`config.mk`:
```
export PLATFORM = sky130hd
export DESIGN_NAME = os_drain_ctrl
export DESIGN_NICKNAME = d
export VERILOG_FILES = /design/src/rtl/os_pkg.sv /design/src/rtl/os_psum_buf.sv /design/src/rtl/os_drain_ctrl.sv
export SDC_FILE = /design/constraint.sdc
export NUM_CORES = 1
export LEC_CHECK = 0
export BUFFER_PORTS_ARGS = -buffer_cell sky130_fd_sc_hd__clkbuf_2
export CAP_MARGIN = 25
export CORE_AREA = 10 10 410 412
export CTS_CLUSTER_SIZE = 16
export DETAILED_ROUTE_END_ITERATION = 10
export DIE_AREA = 0 0 420 422
export REMOVE_ABC_BUFFERS = 1
export SLEW_MARGIN = 25
export SYNTH_ARGS = -nofsm -noshare
export SYNTH_HDL_FRONTEND = slang
export SYNTH_SLANG_ARGS = --single-unit
```
`constraint.sdc`:
```
create_clock -name clk -period 83.5 [get_ports clk]
set_input_delay 16.7 -clock clk [delete_from_list [all_inputs] [get_ports clk]]
set_output_delay 16.7 -clock clk [all_outputs]
set_load 0.01 [all_outputs]
```
`src/rtl/os_pkg.sv`:
```
// rtl/os_pkg.sv - shared defaults, state encoding and helpers for the output-stationary drain controller
//
// Contents:
//   PSUM_BW, COL, ROW, ADDR_BW : default array geometry and output SRAM address width
//   os_state_t                 : drain FSM state encoding
//   idx_width()                : width of a word index able to address n entries (never 0)
package os_pkg;

    localparam int PSUM_BW = 16;
    localparam int COL     = 8;
    localparam int ROW     = 8;
    localparam int ADDR_BW = 11;

    typedef enum logic [1:0] {
        ST_IDLE    = 2'd0,
        ST_CAPTURE = 2'd1,
        ST_DRAIN   = 2'd2,
        ST_DONE    = 2'd3
    } os_state_t;

    // A 1x1 array still needs a 1-bit index so the counter never collapses to zero width.
    function automatic int idx_width(input int n);
        return (n > 1) ? $clog2(n) : 1;
    endfunction

endpackage

```
`src/rtl/os_psum_buf.sv`:
```
// rtl/os_psum_buf.sv - snapshot register of all PE partial sums with an element-select read port
//
// Ports:
//   clk      : rising-edge clock
//   load     : capture the whole of data_in into the snapshot at this edge
//   data_in  : flattened PE outputs, element k at [psum_bw*k +: psum_bw]
//   index    : element to present on psum_out
//   psum_out : snapshot element selected by index (combinational)
//
// The snapshot has no reset: its contents are only observed after a load, and the
// controller only ever presents indices in 0..depth-1.
module os_psum_buf #(
    parameter int psum_bw = 16,
    parameter int depth   = 64,
    parameter int idx_bw  = 6
) (
    input  logic                     clk,
    input  logic                     load,
    input  logic [psum_bw*depth-1:0] data_in,
    input  logic [idx_bw-1:0]        index,
    output logic [psum_bw-1:0]       psum_out
);

    logic [psum_bw-1:0] snap_q [depth];

    always_ff @(posedge clk) begin
        if (load) begin
            for (int i = 0; i < depth; i++) begin
                snap_q[i] <= data_in[psum_bw*i +: psum_bw];
            end
        end
    end

    always_comb begin
        psum_out = snap_q[index];
    end

endmodule

```
`src/rtl/os_drain_ctrl.sv`:
```
// rtl/os_drain_ctrl.sv - drains an output-stationary PE array into the output SRAM one word per transfer
//
// Ports:
//   clk          : rising-edge clock
//   reset        : synchronous, active-high; returns to IDLE with all outputs low
//   start        : begin a drain (only honoured in IDLE)
//   relu_en      : clamp negative psums to zero for this drain (sampled with start)
//   base_addr    : first SRAM write address for this drain (sampled with start)
//   os_out_array : flattened PE outputs, element k = r*col+c at [psum_bw*k +: psum_bw]
//   acc_clr      : one-cycle pulse telling the PEs to clear their accumulators
//   out_valid    : out_data/out_addr carry a word for the SRAM
//   out_ready    : SRAM accepts the word this cycle
//   out_data     : drained psum (signed), zero when out_valid is low
//   out_addr     : write address, base_addr + k wrapping at 2^addr_bw, zero when out_valid is low
//   busy         : high while capturing or draining
//   done         : one-cycle pulse after the final word has been accepted
//
// Sequence: IDLE -start-> CAPTURE (1 cycle) -> DRAIN (row*col transfers) -> DONE (1 cycle) -> IDLE.
module os_drain_ctrl
    import os_pkg::*;
#(
    parameter int psum_bw = PSUM_BW,
    parameter int col     = COL,
    parameter int row     = ROW,
    parameter int addr_bw = ADDR_BW
) (
    input  logic                       clk,
    input  logic                       reset,
    input  logic                       start,
    input  logic                       relu_en,
    input  logic [addr_bw-1:0]         base_addr,
    input  logic [psum_bw*col*row-1:0] os_out_array,
    output logic                       acc_clr,
    output logic                       out_valid,
    input  logic                       out_ready,
    output logic [psum_bw-1:0]         out_data,
    output logic [addr_bw-1:0]         out_addr,
    output logic                       busy,
    output logic                       done
);

    localparam int n_words = row * col;
    localparam int idx_bw  = idx_width(n_words);
    localparam logic [idx_bw-1:0] last_idx = idx_bw'(n_words - 1);

    os_state_t          state_q;
    os_state_t          state_d;
    logic [idx_bw-1:0]  k_q;
    logic [addr_bw-1:0] base_q;
    logic               relu_q;

    logic               xfer;
    logic               last_word;
    logic [psum_bw-1:0] buf_psum;
    logic [psum_bw-1:0] relu_psum;
    logic [addr_bw-1:0] word_addr;

    assign xfer      = (state_q == ST_DRAIN) && out_ready;
    assign last_word = (k_q == last_idx);

    // Snapshot is taken at the end of the CAPTURE cycle, the same edge at which the
    // PEs act on acc_clr, so no accumulated value is lost or counted twice.
    os_psum_buf #(
        .psum_bw (psum_bw),
        .depth   (n_words),
        .idx_bw  (idx_bw)
    ) u_psum_buf (
        .clk      (clk),
        .load     (state_q == ST_CAPTURE),
        .data_in  (os_out_array),
        .index    (k_q),
        .psum_out (buf_psum)
    );

    // ReLU on the sign bit only; the word stays two's complement otherwise.
    assign relu_psum = (relu_q && buf_psum[psum_bw-1]) ? '0 : buf_psum;

    // Address adder wraps naturally at 2^addr_bw.
    assign word_addr = base_q + addr_bw'(k_q);

    // State register
    always_ff @(posedge clk) begin
        if (reset) begin
            state_q <= ST_IDLE;
        end else begin
            state_q <= state_d;
        end
    end

    // Next-state logic; start outside IDLE is simply not looked at.
    always_comb begin
        state_d = state_q;
        case (state_q)
            ST_IDLE:    if (start) state_d = ST_CAPTURE;
            ST_CAPTURE: state_d = ST_DRAIN;
            ST_DRAIN:   if (xfer && last_word) state_d = ST_DONE;
            ST_DONE:    state_d = ST_IDLE;
            default:    state_d = ST_IDLE;
        endcase
    end

    // Per-drain context and word counter. k only moves on an accepted transfer, which
    // is what keeps out_data/out_addr stable while the sink stalls.
    always_ff @(posedge clk) begin
        if (reset) begin
            k_q    <= '0;
            base_q <= '0;
            relu_q <= 1'b0;
        end else begin
            case (state_q)
                ST_IDLE: begin
                    if (start) begin
                        base_q <= base_addr;
                        relu_q <= relu_en;
                    end
                end
                ST_CAPTURE: k_q <= '0;
                ST_DRAIN: begin
                    if (xfer) begin
                        k_q <= k_q + idx_bw'(1);
                    end
                end
                default: ;
            endcase
        end
    end

    // Outputs decode straight from the state register so they are all low in IDLE,
    // which is also where reset leaves the block.
    always_comb begin
        acc_clr   = 1'b0;
        out_valid = 1'b0;
        out_data  = '0;
        out_addr  = '0;
        busy      = 1'b0;
        done      = 1'b0;
        case (state_q)
            ST_CAPTURE: begin
                acc_clr = 1'b1;
                busy    = 1'b1;
            end
            ST_DRAIN: begin
                out_valid = 1'b1;
                out_data  = relu_psum;
                out_addr  = word_addr;
                busy      = 1'b1;
            end
            ST_DONE: done = 1'b1;
            default: ;
        endcase
    end

endmodule

```
==> results of run 1 <==
final timing paths:
check | cells past startpoint | to | slack [ns] | from
max | 9 | out_data[6] | 61.01 | flop
max reg2reg | 8 | u_psum_buf.snap_q[36][2]$_DFFE_PP_ | 77.80 | state_q[1]$_SDFFE_PP0P_
min | 2 | base_q[3]$_SDFFE_PP0P_ | 0.46 | base_q[3]$_SDFFE_PP0P_
min reg2reg | 2 | base_q[3]$_SDFFE_PP0P_ | 0.46 | base_q[3]$_SDFFE_PP0P_
worst max-delay path, cell delays in order, from the launching register on:
cell	delay (ns)
dfxtp_4	0.88
buf_4	0.79
buf_4	0.78
buf_4	0.69
mux4_2	0.64
mux4_2	0.49
nand2_1	0.09
o211ai_1	0.09
and3_1	0.29
clkbuf_2	0.16
registers in the layout (all words and copies together) (netlist names), named ones only:
register and flops:
base_q 11, u_psum_buf.snap_q 1024, relu_q 1, state_q 2, k_q 6
logic make-up after synthesis:
| kind of cell | Yosys count | share of synthesized area |
|---|---|---|
| compound gates | 130 | 0.0204 |
| xor+xnor | 5 | 0.00108 |
| fa+ha+maj | 13 | 0.00420 |
| buf+inv | 102 | 0.0136 |
| flops | 1050 | 0.773 |
| mux | 352 | 0.170 |
| simple gates | 148 | 0.0177 |
placed cells by master, fill, tap and decap left out, types with 6 or more instances in the layout:
master,instances
mux4_2,269
clkinv_2,26
ha_1,11
dfxtp_4,6
a21oi_1,47
buf_4,29
o211ai_1,10
nor2_1,25
nor2b_1,11
and3_1,10
bufinv_16,8
inv_1,7
a211o_1,9
mux2i_1,76
clkinv_1,23
a211oi_1,11
dfxtp_1,20
clkbuf_16,110
o21ai_0,17
diode_2,34
a31oi_1,11
nand3_1,10
clkbuf_1,23
edfxtp_1,1024
mux2_2,7
nand2_1,58
clkbuf_2,1070
metal layers:
metal | vias up | share of wire
met1 | 12035 | 0.36
met5 | - | 0.00060
met4 | 14 | 0.025
met3 | 203 | 0.081
met2 | 1056 | 0.53
li1 | 9891 | -
power by group through the flow:
stage / registers, mW / logic, mW / clock network (mW)
after CTS: 0.843 / 0.282 / 0.493
after detailed placement: 0.851 / 0.281 / 0
after global routing: 0.854 / 0.300 / 0.513
after global placement: 0.850 / 0.278 / 0
final: 0.843 / 0.276 / 0.480
after floorplan: 1.06 / 0.192 / 0
final cells by class:
class	instances	area, um^2
inverter	7	26.3
clock inverter	71	651
timing repair buffer	1104	5660
multi-input combinational	648	8670
tap	2086	2610
fill	15399	108000
sequential	1050	31300
clock buffer	133	2840
antenna	34	85.1
through the flow:
step / worst slack, ns / hold slack [ns] / utilization
after floorplan: 43.05 / 0.434 / -
after global placement: 61.54 / 0.446 / 0.302
after detailed placement: 61.49 / 0.455 / 0.302
after CTS: 60.66 / 0.463 / 0.324
after global routing: 60.39 / 0.484 / 0.324
final: 61.01 / 0.460 / 0.324
==> flow_summary.ini, run 1 <==
[yosys]
seq_area_frac_synth = 0.773
syn-instance-count = 1800
yosys-top-cells-area = edfxtp_1, mux4_2, mux2i_1, dfxtp_1, a21oi_1
synthTopCellsByCount = edfxtp_1, mux4_2, mux2i_1
avgSynthCellArea_um2 = 22.5
syn_area_um2 = 40500
synth_cell_type_count = 51
synth_top_area_share = 0.760
ys_seq_elements = 1050
synth_top_area_cell = edfxtp_1
synthFlopType = edfxtp_1
yosysMostFrequentCell = edfxtp_1
synth-async-reset-ratio = 0
synth_enable_flop_cells = 1024
yosysWarnings = 0

[clock_network]
cts_hold_buf = 0
cts_sinks = 1050
htreeDepth = 3
cts.repair.resized = 0
cts_setup_buffers = 0
cts_buffer_depth = 3
clock_latency_ns = 0.73
cts_tree = built
numCtsBuffers = 110
clkTransAtPathRegs_ns = 0.06
ctsRootBufferMaster = clkbuf_16

[worst_setup_path]
worstSetupStartpointType = flop
cp-end-kind = output pin
cp.arrival_ns = 5.79
cp.required_ns = 66.80
worstSetupPathType = reg -> out
path_max_fanout = 46

[floorplan]
die_w_um = 420
core_um2 = 160000
pin_count = 1071
fp.dieH_um = 422
initial_core_util = 0.253
fp.dieArea_um2 = 177000
rows = 147

[pwr]
switching_share = 0.273
p_int_mw = 1.16
p_per_area_nw_per_um2 = 30.9
pwr-share-comb = 0.172
leakagePower_nw = 18.3
p_switching_mw = 0.436
ir_worst_vdd_uv = 27.1
seq_power_share = 0.527
p_total_mw = 1.60
p_clk_frac = 0.300

[global_route]
use_met2 = 0.271
grt_usage = 0.153
gr-total-overflow = 0
use_met1 = 0.177
grt_max_degree = 166
grt_pass1_vias = 24749
grt_pass1_wl_um = 191000
antenna_found_initial = 44
top_usage_layer = met2
grtUsageMet3 = 0.0434

[drt]
wire_per_inst_um = 27.5
dr.first_iter.drc_count = 2268
drc_errors = 0
ant_nets = 0
vias = 23199
routed_wl_um = 141000
routed_via_density = 4.52
firstDrtPassIters = 7

[timing]
final.setup_skew_ns = 0.0269
fin_setup_tns_ns = 0
final_hold_viol_count = 0
max_freq_ghz = 0.0445
rsz0062_at_grt = false
relSlewSlack = 0.328
worstMarginPinSlew_ns = 1.01
setup_viol = 0
fin_crit_sh = 0.269
period_minus_slack_ns = 22.49
slew_violations = 0

[outcome]
status = completed

[place]
dpl_cell_area_um2 = 48300
hpwl_um = 107000
port_buffers = 1070
place_inst = 4895
globalplace.congestion = 0.870

[cells_and_area]
final_area_um2 = 51800
flow.area_growth_from_synthesis_pct = 28.1
final_cells = 5133
drive_above_1_share = 0.515
final_nets = 3974

[min_path]
hold_path_class = reg -> reg

[run]
cap_viol_max_count = 0
No activity file was read; power rests on OpenSTA's default activity.
==> run 2, diff against run 1 <==
--- a/config.mk
+++ b/config.mk
@@ -7,10 +7,10 @@
 export LEC_CHECK = 0
 export BUFFER_PORTS_ARGS = -buffer_cell sky130_fd_sc_hd__clkbuf_2
 export CAP_MARGIN = 25
-export CORE_AREA = 10 10 410 412
+export CORE_AREA = 10 10 406 408
 export CTS_CLUSTER_SIZE = 16
 export DETAILED_ROUTE_END_ITERATION = 10
-export DIE_AREA = 0 0 420 422
+export DIE_AREA = 0 0 416 418
 export REMOVE_ABC_BUFFERS = 1
 export SLEW_MARGIN = 25
 export SYNTH_ARGS = -nofsm -noshare
==> constraint.sdc (replaced) <==
create_clock -name clk -period 20.7 [get_ports clk]
set_input_delay 4.14 -clock clk [delete_from_list [all_inputs] [get_ports clk]]
set_output_delay 4.14 -clock clk [all_outputs]
set_load 0.01 [all_outputs]
==> run 2 against run 1 <==
Clock power increased to 4.2 times the previous value. First-iteration DRC count increased by 9.3%. Power increased to 4.1 times the previous value. Design area increased by 0.37%. Core utilization increased by 0.69 points. Non-clock buffer count increased by 7. Worst setup slack got worse by 50 ns. Global-route usage increased by 0.68 points. Sequential share of layout area decreased by 0.22 points. Register-to-register slack got worse by 63 ns. Wire length increased by 3.2%. Die area decreased by 1.9%. Critical path type unchanged. Largest power group unchanged.
==> flow_summary.ini, run 2 (synthesized netlist as in run 1, its figures left out) <==
[cells_and_area]
reg_top3 = u_psum_buf.snap_q x1024, base_q x11, k_q x6
drive_above_1_share = 0.516
flow.area_growth_from_synthesis_pct = 28.6
fillers = 15057
final_core_util = 0.331
final_common_cell = clkbuf_2
largest_register = u_psum_buf.snap_q
final_nets = 3983
final_cells = 5115
layout_common_cells = clkbuf_2, edfxtp_1, mux4_2
largest_reg_flops = 1024

[timing]
worstMarginPinSlew_ns = 1.01
max_freq_ghz = 0.106
fin_crit_sh = 0.456
rsz0062_at_grt = false
setup_viol = 0
final.setup_skew_ns = 0.0170
period_minus_slack_ns = 9.45
fin_setup_tns_ns = 0
final_hold_viol_count = 0
slew_violations = 0
relSlewSlack = 0.329

[clock_network]
cts_setup_buffers = 0
cts_hold_buf = 0
htreeDepth = 3
cts_sinks = 1050
cts_buffer_depth = 3
clkTransAtPathRegs_ns = 0.06
cts_tree = built
cts.repair.resized = 0
clock_latency_ns = 0.70
ctsRootBufferMaster = clkbuf_16
numCtsBuffers = 112

[worst_setup_path]
r2r_start = state_q[1]$_SDFFE_PP0P_
cp.required_ns = 16.56
timing.rr.end = u_psum_buf.snap_q[63][2]$_DFFE_PP_
cp_slowest_cell = buf_4
cp.arrival_ns = 5.31
r2r_cells = 8
path_max_fanout = 42
regToRegSetupSlack_ns = 14.51
worstSetupStartpointType = flop
cp-end-kind = output pin
worstSetupPathType = reg -> out
cp_cell_sequence = buf_4, buf_4, buf_16, buf_4, mux4_2, mux4_2, mux2i_1, nand2_1, o211a_1, clkbuf_2
path_common_cell = buf_4
max_stage_delay_ns = 0.69

[drt]
ant_nets = 0
routed_wl_um = 146000
drc_errors = 0
vias = 23474
dr.first_iter.drc_count = 2480
routed_via_density = 4.59
wire_per_inst_um = 28.5
firstDrtPassIters = 6

[global_route]
gr-total-overflow = 0
grt_max_degree = 95
antenna_found_initial = 42
grt_pass1_vias = 25108
grt_usage = 0.160
grt_pass1_wl_um = 196000

[min_path]
worstHoldStart = base_q[3]$_SDFFE_PP0P_
min_path_cells = 2
hold_path_class = reg -> reg
min_to = base_q[3]$_SDFFE_PP0P_

[place]
hpwl_um = 111000
place_inst = 4887
port_buffers = 1070
globalplace.congestion = 0.892

[floorplan]
fp.dieH_um = 418
pin_count = 1071
fp.dieArea_um2 = 174000
rows = 146
die_w_um = 416
initial_core_util = 0.258
core_um2 = 157000

[run]
cap_viol_max_count = 0

[pwr]
p_per_area_nw_per_um2 = 126
leakagePower_nw = 18.5
ir_worst_vdd_uv = 133

[outcome]
status = completed
[run 2: critical path, delay by kind of cell, from the launching register on]
| family | cells | cell delay (ns) |
|---|---|---|
| simple gates | 1 | 0.10 |
| flops | 1 | 0.63 |
| buf+inv | 5 | 2.23 |
| mux | 3 | 1.38 |
| compound gates | 1 | 0.14 |
[run 2: routing by layer]
| layer | up-vias | wire [um] | GRT usage |
|---|---|---|---|
| li1 | 9911 | - | - |
| met1 | 12273 | 53900 | 0.188 |
| met5 | - | 87 | 0 |
| met2 | 1097 | 77300 | 0.286 |
| met3 | 177 | 12000 | 0.0490 |
| met4 | 16 | 2340 | 0.0342 |
[run 2: how the worst max path moves through the flow]
| stage | startpoint | end | slack [ns] | cells after the start |
|---|---|---|---|---|
| floorplan | state_q[0]$_SDFFE_PP0P_ | acc_clr | -7.19 | 1 |
| global placement | flop | out_data[9] | 11.60 | 9 |
| detailed placement | flop | out_data[9] | 11.53 | 9 |
| CTS | flop | out_data[9] | 10.70 | 9 |
| global route | flop | out_data[9] | 10.74 | 10 |
| finish | flop | out_data[9] | 11.25 | 10 |
[run 2: through the flow]
step           area, um^2  hold slack, ns  setup slack [ns]  total power, mW
2_1_floorplan       39900           0.434             -7.19             4.78
3_3_place_gp        48300           0.448             11.60             4.55
3_5_place_dp        48300           0.453             11.53             4.57
4_1_cts             52000           0.462             10.70             6.61
5_1_grt             52000           0.469             10.74             6.82
6_report            52000           0.461             11.25             6.54
[run 2: layout make-up]
type                       count  area (um^2)  area share
antenna                       19         47.5    0.000914
clock buffer                 132         2920      0.0561
clock inverter                76          768      0.0148
inverter                       7         26.3    0.000505
multi-input combinational    648         8690       0.167
sequential                  1050        31300       0.601
tap                         2072         2590      0.0498
timing repair buffer        1111         5700       0.110
[run 2: power breakdown]
| group | switching [mW] | internal (mW) | leakage (nW) | total [mW] |
|---|---|---|---|---|
| logic | 0.687 | 0.437 | 6.84 | 1.12 |
| registers | 0.232 | 3.17 | 9.82 | 3.40 |
| clock network | 0.846 | 1.17 | 1.80 | 2.02 |
